`src/rtl/rotate_seq_if.sv`:
```
`default_nettype none
// ============================================================================
// Module      : rotate_seq_if
// Description : Command, rotator and result-stream signals of rotate_seq.
// Revision    : 1.0 - initial release
// ============================================================================
interface rotate_seq_if;
    logic       cmd_valid;
    logic       cmd_ready;
    logic [7:0] cmd_data;
    logic [2:0] cmd_amt;
    logic [1:0] cmd_mode;
    logic [2:0] cmd_count;

    logic [7:0] rot_in;
    logic [2:0] rot_shift;
    logic [7:0] rot_out;

    logic       out_valid;
    logic       out_ready;
    logic [7:0] out_data;
    logic [2:0] out_shift;
    logic       out_last;
    logic       busy;

    modport slave (
        input  cmd_valid, cmd_data, cmd_amt, cmd_mode, cmd_count,
        input  rot_out, out_ready,
        output cmd_ready, rot_in, rot_shift,
        output out_valid, out_data, out_shift, out_last, busy
    );

    modport master (
        output cmd_valid, cmd_data, cmd_amt, cmd_mode, cmd_count,
        output rot_out, out_ready,
        input  cmd_ready, rot_in, rot_shift,
        input  out_valid, out_data, out_shift, out_last, busy
    );
endinterface
`default_nettype wire

```
`src/rtl/rotate_seq.sv`:
```
`default_nettype none
// ============================================================================
// Module      : rotate_seq
// Description : Sequences SINGLE/SWEEP/ACCUM rotate commands through an
//               external 8-bit rotator and streams the results.
// Revision    : 1.0 - initial release
// ============================================================================
module rotate_seq (
    input wire          clk,
    input wire          reset,
    rotate_seq_if.slave sif
);

    localparam logic [0:0] c_ST_IDLE    = 1'b0;
    localparam logic [0:0] c_ST_RUN     = 1'b1;
    localparam logic [1:0] c_MODE_SWEEP = 2'b01;
    localparam logic [1:0] c_MODE_ACCUM = 2'b10;

    logic [0:0] r_state;
    logic [0:0] w_state_next;

    logic       r_accum;
    logic [2:0] r_amt;
    logic [2:0] r_k;
    logic [2:0] r_last_k;
    logic [2:0] r_eff;
    logic [7:0] r_rot_in;
    logic [2:0] r_rot_shift;
    logic [7:0] r_out_data;
    logic [2:0] r_out_shift;
    logic       r_out_valid;
    logic       r_out_last;

    logic       w_cmd_ready;
    logic       w_busy;
    logic       w_accept;
    logic       w_issue;
    logic       w_final;

    // ------------------------------------------------------------------
    // FSM: state register
    // ------------------------------------------------------------------
    always_ff @(posedge clk or posedge reset) begin
        if (reset) begin
            r_state <= c_ST_IDLE;
        end else begin
            r_state <= w_state_next;
        end
    end

    // ------------------------------------------------------------------
    // FSM: next-state logic
    // ------------------------------------------------------------------
    always_comb begin
        w_state_next = r_state;
        case (r_state)
            c_ST_IDLE: begin
                if (w_accept) begin
                    w_state_next = c_ST_RUN;
                end
            end
            c_ST_RUN: begin
                if (w_issue && w_final) begin
                    w_state_next = c_ST_IDLE;
                end
            end
            default: w_state_next = c_ST_IDLE;
        endcase
    end

    // ------------------------------------------------------------------
    // FSM: outputs and control strobes
    // ------------------------------------------------------------------
    always_comb begin
        w_cmd_ready = 1'b0;
        w_busy      = 1'b0;
        w_issue     = 1'b0;
        case (r_state)
            c_ST_IDLE: w_cmd_ready = 1'b1;
            c_ST_RUN: begin
                w_busy  = 1'b1;
                // A beat may go out whenever the output register is free.
                w_issue = ~r_out_valid | sif.out_ready;
            end
            default: ;
        endcase
    end

    assign w_accept = sif.cmd_valid & w_cmd_ready;
    // k is 3 bits; the final beat is detected by compare, so a total of 8 never overflows.
    assign w_final  = (r_k == r_last_k);

    // ------------------------------------------------------------------
    // Datapath
    // ------------------------------------------------------------------
    always_ff @(posedge clk or posedge reset) begin
        if (reset) begin
            r_accum     <= 1'b0;
            r_amt       <= 3'd0;
            r_k         <= 3'd0;
            r_last_k    <= 3'd0;
            r_eff       <= 3'd0;
            r_rot_in    <= 8'h00;
            r_rot_shift <= 3'd0;
            r_out_data  <= 8'h00;
            r_out_shift <= 3'd0;
            r_out_valid <= 1'b0;
            r_out_last  <= 1'b0;
        end else begin
            if (w_accept) begin
                r_accum     <= (sif.cmd_mode == c_MODE_ACCUM);
                r_amt       <= sif.cmd_amt;
                r_k         <= 3'd0;
                r_rot_in    <= sif.cmd_data;
                r_rot_shift <= sif.cmd_amt;
                r_eff       <= sif.cmd_amt;
                case (sif.cmd_mode)
                    c_MODE_SWEEP: r_last_k <= 3'd7;
                    c_MODE_ACCUM: r_last_k <= sif.cmd_count;
                    default:      r_last_k <= 3'd0;
                endcase
            end

            if (w_issue) begin
                r_out_data  <= sif.rot_out;
                r_out_shift <= r_eff;
                r_out_valid <= 1'b1;
                r_out_last  <= w_final;
                r_k         <= r_k + 3'd1;
                // r_eff tracks the total rotation the rotator is currently applying to cmd_data.
                if (r_accum) begin
                    r_rot_in <= sif.rot_out;
                    r_eff    <= r_eff + r_amt;
                end else begin
                    r_rot_shift <= r_rot_shift + 3'd1;
                    r_eff       <= r_eff + 3'd1;
                end
            end else if (r_out_valid && sif.out_ready) begin
                r_out_valid <= 1'b0;
            end
        end
    end

    assign sif.cmd_ready = w_cmd_ready;
    assign sif.busy      = w_busy;
    assign sif.rot_in    = r_rot_in;
    assign sif.rot_shift = r_rot_shift;
    assign sif.out_valid = r_out_valid;
    assign sif.out_data  = r_out_data;
    assign sif.out_shift = r_out_shift;
    assign sif.out_last  = r_out_last;

endmodule
`default_nettype wire

```
`src/flat_wrapper.sv`:
```
// flat-port wrapper written by rule: the top's interface ports become plain ports
module rotate_seq_flat 
  (clk, reset, sif_cmd_valid, sif_cmd_data, sif_cmd_amt, sif_cmd_mode, sif_cmd_count, sif_rot_out, sif_out_ready, sif_cmd_ready, sif_rot_in, sif_rot_shift, sif_out_valid, sif_out_data, sif_out_shift, sif_out_last, sif_busy);
  rotate_seq_if sif_i ();
  input wire clk;
  input wire reset;
  input wire logic [$bits(sif_i.cmd_valid)-1:0] sif_cmd_valid;
  input wire logic [$bits(sif_i.cmd_data)-1:0] sif_cmd_data;
  input wire logic [$bits(sif_i.cmd_amt)-1:0] sif_cmd_amt;
  input wire logic [$bits(sif_i.cmd_mode)-1:0] sif_cmd_mode;
  input wire logic [$bits(sif_i.cmd_count)-1:0] sif_cmd_count;
  input wire logic [$bits(sif_i.rot_out)-1:0] sif_rot_out;
  input wire logic [$bits(sif_i.out_ready)-1:0] sif_out_ready;
  output wire logic [$bits(sif_i.cmd_ready)-1:0] sif_cmd_ready;
  output wire logic [$bits(sif_i.rot_in)-1:0] sif_rot_in;
  output wire logic [$bits(sif_i.rot_shift)-1:0] sif_rot_shift;
  output wire logic [$bits(sif_i.out_valid)-1:0] sif_out_valid;
  output wire logic [$bits(sif_i.out_data)-1:0] sif_out_data;
  output wire logic [$bits(sif_i.out_shift)-1:0] sif_out_shift;
  output wire logic [$bits(sif_i.out_last)-1:0] sif_out_last;
  output wire logic [$bits(sif_i.busy)-1:0] sif_busy;
  assign sif_i.cmd_valid = sif_cmd_valid;
  assign sif_i.cmd_data = sif_cmd_data;
  assign sif_i.cmd_amt = sif_cmd_amt;
  assign sif_i.cmd_mode = sif_cmd_mode;
  assign sif_i.cmd_count = sif_cmd_count;
  assign sif_i.rot_out = sif_rot_out;
  assign sif_i.out_ready = sif_out_ready;
  assign sif_cmd_ready = sif_i.cmd_ready;
  assign sif_rot_in = sif_i.rot_in;
  assign sif_rot_shift = sif_i.rot_shift;
  assign sif_out_valid = sif_i.out_valid;
  assign sif_out_data = sif_i.out_data;
  assign sif_out_shift = sif_i.out_shift;
  assign sif_out_last = sif_i.out_last;
  assign sif_busy = sif_i.busy;
  rotate_seq u_core (.clk(clk), .reset(reset), .sif(sif_i));
endmodule
```
`config.mk`:
```
export PLATFORM = sky130hd
export DESIGN_NAME = rotate_seq_flat
export DESIGN_NICKNAME = d
export VERILOG_FILES = /design/src/rtl/rotate_seq_if.sv /design/src/rtl/rotate_seq.sv /design/src/flat_wrapper.sv
export SDC_FILE = /design/constraint.sdc
export NUM_CORES = 1
export LEC_CHECK = 0
export CORE_ASPECT_RATIO = 0.75
export CORE_MARGIN = 8
export CORE_UTILIZATION = 46
export DETAILED_ROUTE_END_ITERATION = 8
export PLACE_DENSITY = 0.78
export SETUP_SLACK_MARGIN = 0.5
export SLEW_MARGIN = 25
export SYNTH_ARGS = -nofsm -noshare
export SYNTH_HDL_FRONTEND = slang
export SYNTH_SLANG_ARGS = --single-unit
```
`constraint.sdc`:
```
create_clock -name clk -period 2 [get_ports clk]
set_input_delay 0.4 -clock clk [delete_from_list [all_inputs] [get_ports clk]]
set_output_delay 0.4 -clock clk [all_outputs]
set_load 0.1 [all_outputs]
```
# Word-level counts from Yosys, hierarchy flattened
# Index checks and enable logic that the tools add are counted.
# op_classes
n_eq_ne	3
n_bitwise	4
n_mux	20
n_reduce_logical	4
n_addsub	4
# ops
op	n
$mux 3	8
$mux 8	3
$add 3x1->3 const B	3
$mux 1	7
$pmux 3 s2	1
$reduce_bool 2->1	2
$add 3x3->3	1
$eq 3x3->1	1
$eq 2x1->1 const B	1
$eq 2x2->1 const B	1
$logic_and 1x1->1	2
$not 1->1	2
$pmux 1 s2	1
$and 1x1->1	1
$or 1x1->1	1
# totals
regBits	38
input_bits	28
out_inout_bits	26

# Depth between registers and ports, before layout
# logic_depth
ltp_word	6
ltp_mapped	7
mapped_depth_nobuf	7

# Worst setup path after synthesis
# OpenSTA, ideal clock, no wires.
# synth_path
path_kind	reg-to-reg
start	register u_core.r_state
end	register u_core.r_k[2]
path_slack_ps	-254
path_stages_with_launch	4
t_arrival_ps	2170
path_buffers	0
path_cell_list	dfrtp_1 -> inv_2 -> or4_1 -> a21boi_0
# synth_between
elab_chain_len	3
# synth_rtl
item	line_no	text
start: declaration	rotate_seq.sv:19	logic [0:0] r_state;
start signal: assignment	rotate_seq.sv:45	r_state <= c_ST_IDLE;
start signal: assignment	rotate_seq.sv:47	r_state <= w_state_next;
$mux 1	rotate_seq.sv:78	case (r_state)
via sif_cmd_ready	flat_wrapper.sv:14	output wire logic [$bits(sif_i.cmd_ready)-1:0] sif_cmd_ready;
$and 1x1->1	rotate_seq.sv:89	assign w_accept = sif.cmd_valid & w_cmd_ready;
$reduce_bool 2->1 (no source line)	n/a	
end signal: assignment	rotate_seq.sv:129	r_k <= r_k + 3'd1;
end: declaration	rotate_seq.sv:24	logic [2:0] r_k;
# The timed path passes the listed nets, and every way through them passes these cells.
# A chain may end at the register's enable or synchronous reset.

# Worst setup path after layout
# layout_path
start	register u_core.r_accum
end	register u_core.r_eff[2]
# layout_between
elab_chain_len	2
# layout_rtl
item	line_no	text
start: declaration	rotate_seq.sv:22	logic r_accum;
start signal: assignment	rotate_seq.sv:111	r_accum <= (sif.cmd_mode == c_MODE_ACCUM);
$mux 3	rotate_seq.sv:131	if (r_accum) begin
$mux 3	rotate_seq.sv:124	if (w_issue) begin
end signal: assignment	rotate_seq.sv:116	r_eff <= sif.cmd_amt;
end signal: assignment	rotate_seq.sv:133	r_eff <= r_eff + r_amt;
end signal: assignment	rotate_seq.sv:136	r_eff <= r_eff + 3'd1;
end: declaration	rotate_seq.sv:26	logic [2:0] r_eff;
# No other way between the ends.

==> impl_metrics.py <==
metrics = {
    "run_status": {
        "status": "finished clean",
    },
    "floorplan": {
        "start_util_pct": 48.55,
        "fp.coreArea_sq_mm": 0.003709,
        "fp-row-count": 19,
        "die_w_um": 88.24,
        "die-area_sq_mm": 0.006193,
        "design.portCount": 54,
        "die_y_um": 70.18,
    },
    "route": {
        "maxUsedRoutingLayer": "met4",
        "num_vias": 1389,
        "drtPass1Iterations": 4,
        "viasPerCell": 5.183,
        "dr_wl_met3_um": 250,
        "routedWlPerCell_um": 17.37,
        "wl_met1_um": 1950,
        "wirelength_um": 4655,
        "drc": 0,
        "ant_nets": 0,
        "dr_wl_met2_um": 2400,
        "drt-initial-drc-count": 91,
    },
    "cells_and_area": {
        "layout_commonest_cell": "buf_4",
        "final_cell_mix": "buf_4, dfrtp_1, mux2_2",
        "layout.nets": 249,
        "fin_area_sq_mm": 0.002630,
        "drive_gt1_share_pct": 40.74,
        "fillCellCount": 275,
        "multi_input_area_sq_um": 818.3,
        "diodes": 0,
        "register_area_sq_um": 960.9,
        "syn_to_final_growth_pct": 46.07,
    },
    "placement": {
        "gp_congestion": 0.8361,
        "dpl.hpwl_um": 3366,
        "place_ws_ns": 0.1545,
        "io_buffer_count": 53,
        "place_area_sq_mm": 0.002407,
    },
    "worst_setup_path": {
        "worst_ep_arrival_time_ns": 1.75,
        "r2r-start": "u_core.r_accum",
        "path_class": "register to register",
        "end_kind": "register",
        "worstSetupStartpointType": "register",
        "required_ns": 2.15,
        "cp_max_fo": 2,
        "startpoint": "u_core.r_accum",
    },
    "global_routing": {
        "grt_usage_pct": 14.69,
        "grt_overflow_total": 0,
        "grt_max_degree": 24,
        "antenna_found_initial": 0,
        "grt_pass1_vias": 1441,
        "grt_pass1_wl_um": 7182,
    },
    "sta": {
        "final-hold-violation-count": 0,
        "min_period_over_period_pct": 80.25,
        "drv_slew": 0,
        "tns_ns": 0,
        "setup_viol": 0,
        "setup_ws_ns": 0.3951,
        "rsz0062_at_grt": "true",
        "worst_slew_pin_slew_ns": 0.6523,
        "min_period_ns": 1.605,
        "relSlewSlack_pct": 56.46,
        "holdWs_ns": 0.4701,
        "finalClockSkew_ns": 0.004988,
        "fmax_ghz": 0.6231,
    },
    "cts": {
        "clockRootBuffer": "clkbuf_8",
        "clk_pin_slew_worst_paths_ns": 0.07,
        "clkLatencyLatePin_ns": 0.28,
        "clock_path_buffers": 2,
        "cts_inserted_buffers": 5,
        "clkSinkCount": 38,
        "h-tree-depth": 2,
        "cts_tree": "yes",
    },
    "run": {
        "drv_cap": 0,
    },
    "logic_synthesis": {
        "synthesis.nets": 178,
        "ys.flop_type": "dfrtp_1",
        "synth_cell_type_count": 31,
        "yosys_warnings": 0,
        "yosysSeqAreaShare_pct": 52.81,
        "synth_area_per_cell_sq_um": 12.50,
        "synth_edf_count": 0,
        "synth_seq_cells": 38,
        "synth_area_sq_mm": 0.001800,
        "syn_inst": 144,
        "ys_async_sr_fraction_pct": 100.0,
    },
    "worst_hold_path": {
        "hp-class": "register to register",
        "hold_start": "u_core.r_amt[0]",
    },
}
## sequential cells by signal, indices dropped and copies added, names as in the netlist
register              cells
u_core.r_accum            1
u_core.r_amt              3
u_core.r_eff              3
u_core.r_k                3
u_core.r_last_k           3
u_core.r_state            1
u_core.sif.out_data       8
u_core.sif.out_last       1
u_core.sif.out_shift      3
u_core.sif.out_valid      1
u_core.sif.rot_in         8
u_core.sif.rot_shift      3
## critical path, cell delays in order, from the launching register on
cell      delay, ns
dfrtp_1        0.40
nand2b_1       0.08
ha_1           0.13
inv_1          0.05
fa_2           0.35
xor2_1         0.18
xnor2_1        0.15
o221ai_1       0.13
## cells in the mapped netlist, drive strengths merged (3+ instances only)
| master | number | area share [%] |
|---|---|---|
| dfrtp | 38 | 53 |
| mux2 | 29 | 19 |
| a21oi | 9 | 2.5 |
| nand2 | 8 | 1.7 |
| inv | 7 | 1.5 |
| buf | 5 | 2.1 |
| ha | 5 | 3.5 |
| o21ai | 5 | 1.4 |
| mux2i | 4 | 2.2 |
| nand3 | 4 | 1.1 |
| o31ai | 4 | 1.7 |
| xor2 | 4 | 1.9 |
| nand2b | 3 | 1.0 |
## cell families (layout without fill, tap and decap cells)
group,count (synthesis),after routing,synth area share (%)
AO/OA/AOI/OAI,24,24,8.200
XOR/XNOR,6,6,2.919
adder cells (fa/ha/maj),6,6,4.587
buffers and inverters,13,84,3.752
flip-flops,38,38,52.81
multiplexers,33,33,20.78
AND/OR/NAND/NOR,24,25,6.950
## routing by layer
metal	global-route usage [%]	vias to the layer above
li1	-	650
met1	18.72	703
met2	22.91	32
met3	4.322	4
met4	5.047	0
met5	0	-
## cell type report
| class | instances | area share, % |
|---|---|---|
| clock buffer | 7 | 2.902 |
| clock inverter | 1 | 1.142 |
| inverter | 7 | 1.284 |
| multi-input combinational | 94 | 31.11 |
| sequential | 38 | 36.54 |
| tap | 52 | 2.474 |
| timing repair buffer | 69 | 24.55 |
## timing repair
action,CTS,global route
hold buffers,0,0
setup endpoints to repair,23,3
resized for setup,9,3
cloned,1,0
buffers inserted,2,6
## per-stage QoR
stage	utilization (%)	std cells
global route	70.92	268
CTS	69.16	262
finish	70.92	268
detailed placement	64.91	251
global placement	64.91	251
floorplan	-	144
## path summary, 6_finish.rpt
path	to	slack [ns]	depth (start not counted)
max	u_core.r_eff[2]	0.40	7
min	u_core.r_amt[0]	0.47	1
max reg2reg	u_core.r_eff[2]	0.40	7
min reg2reg	u_core.r_amt[0]	0.47	1
max in group asynchronous	u_core.r_eff[2]	0.95	3
min in group asynchronous	u_core.sif.out_last	0.50	2
Power is left out: the tool's default activity adds up to more than one toggle a clock period on the data nets, which glitch-free logic cannot reach.
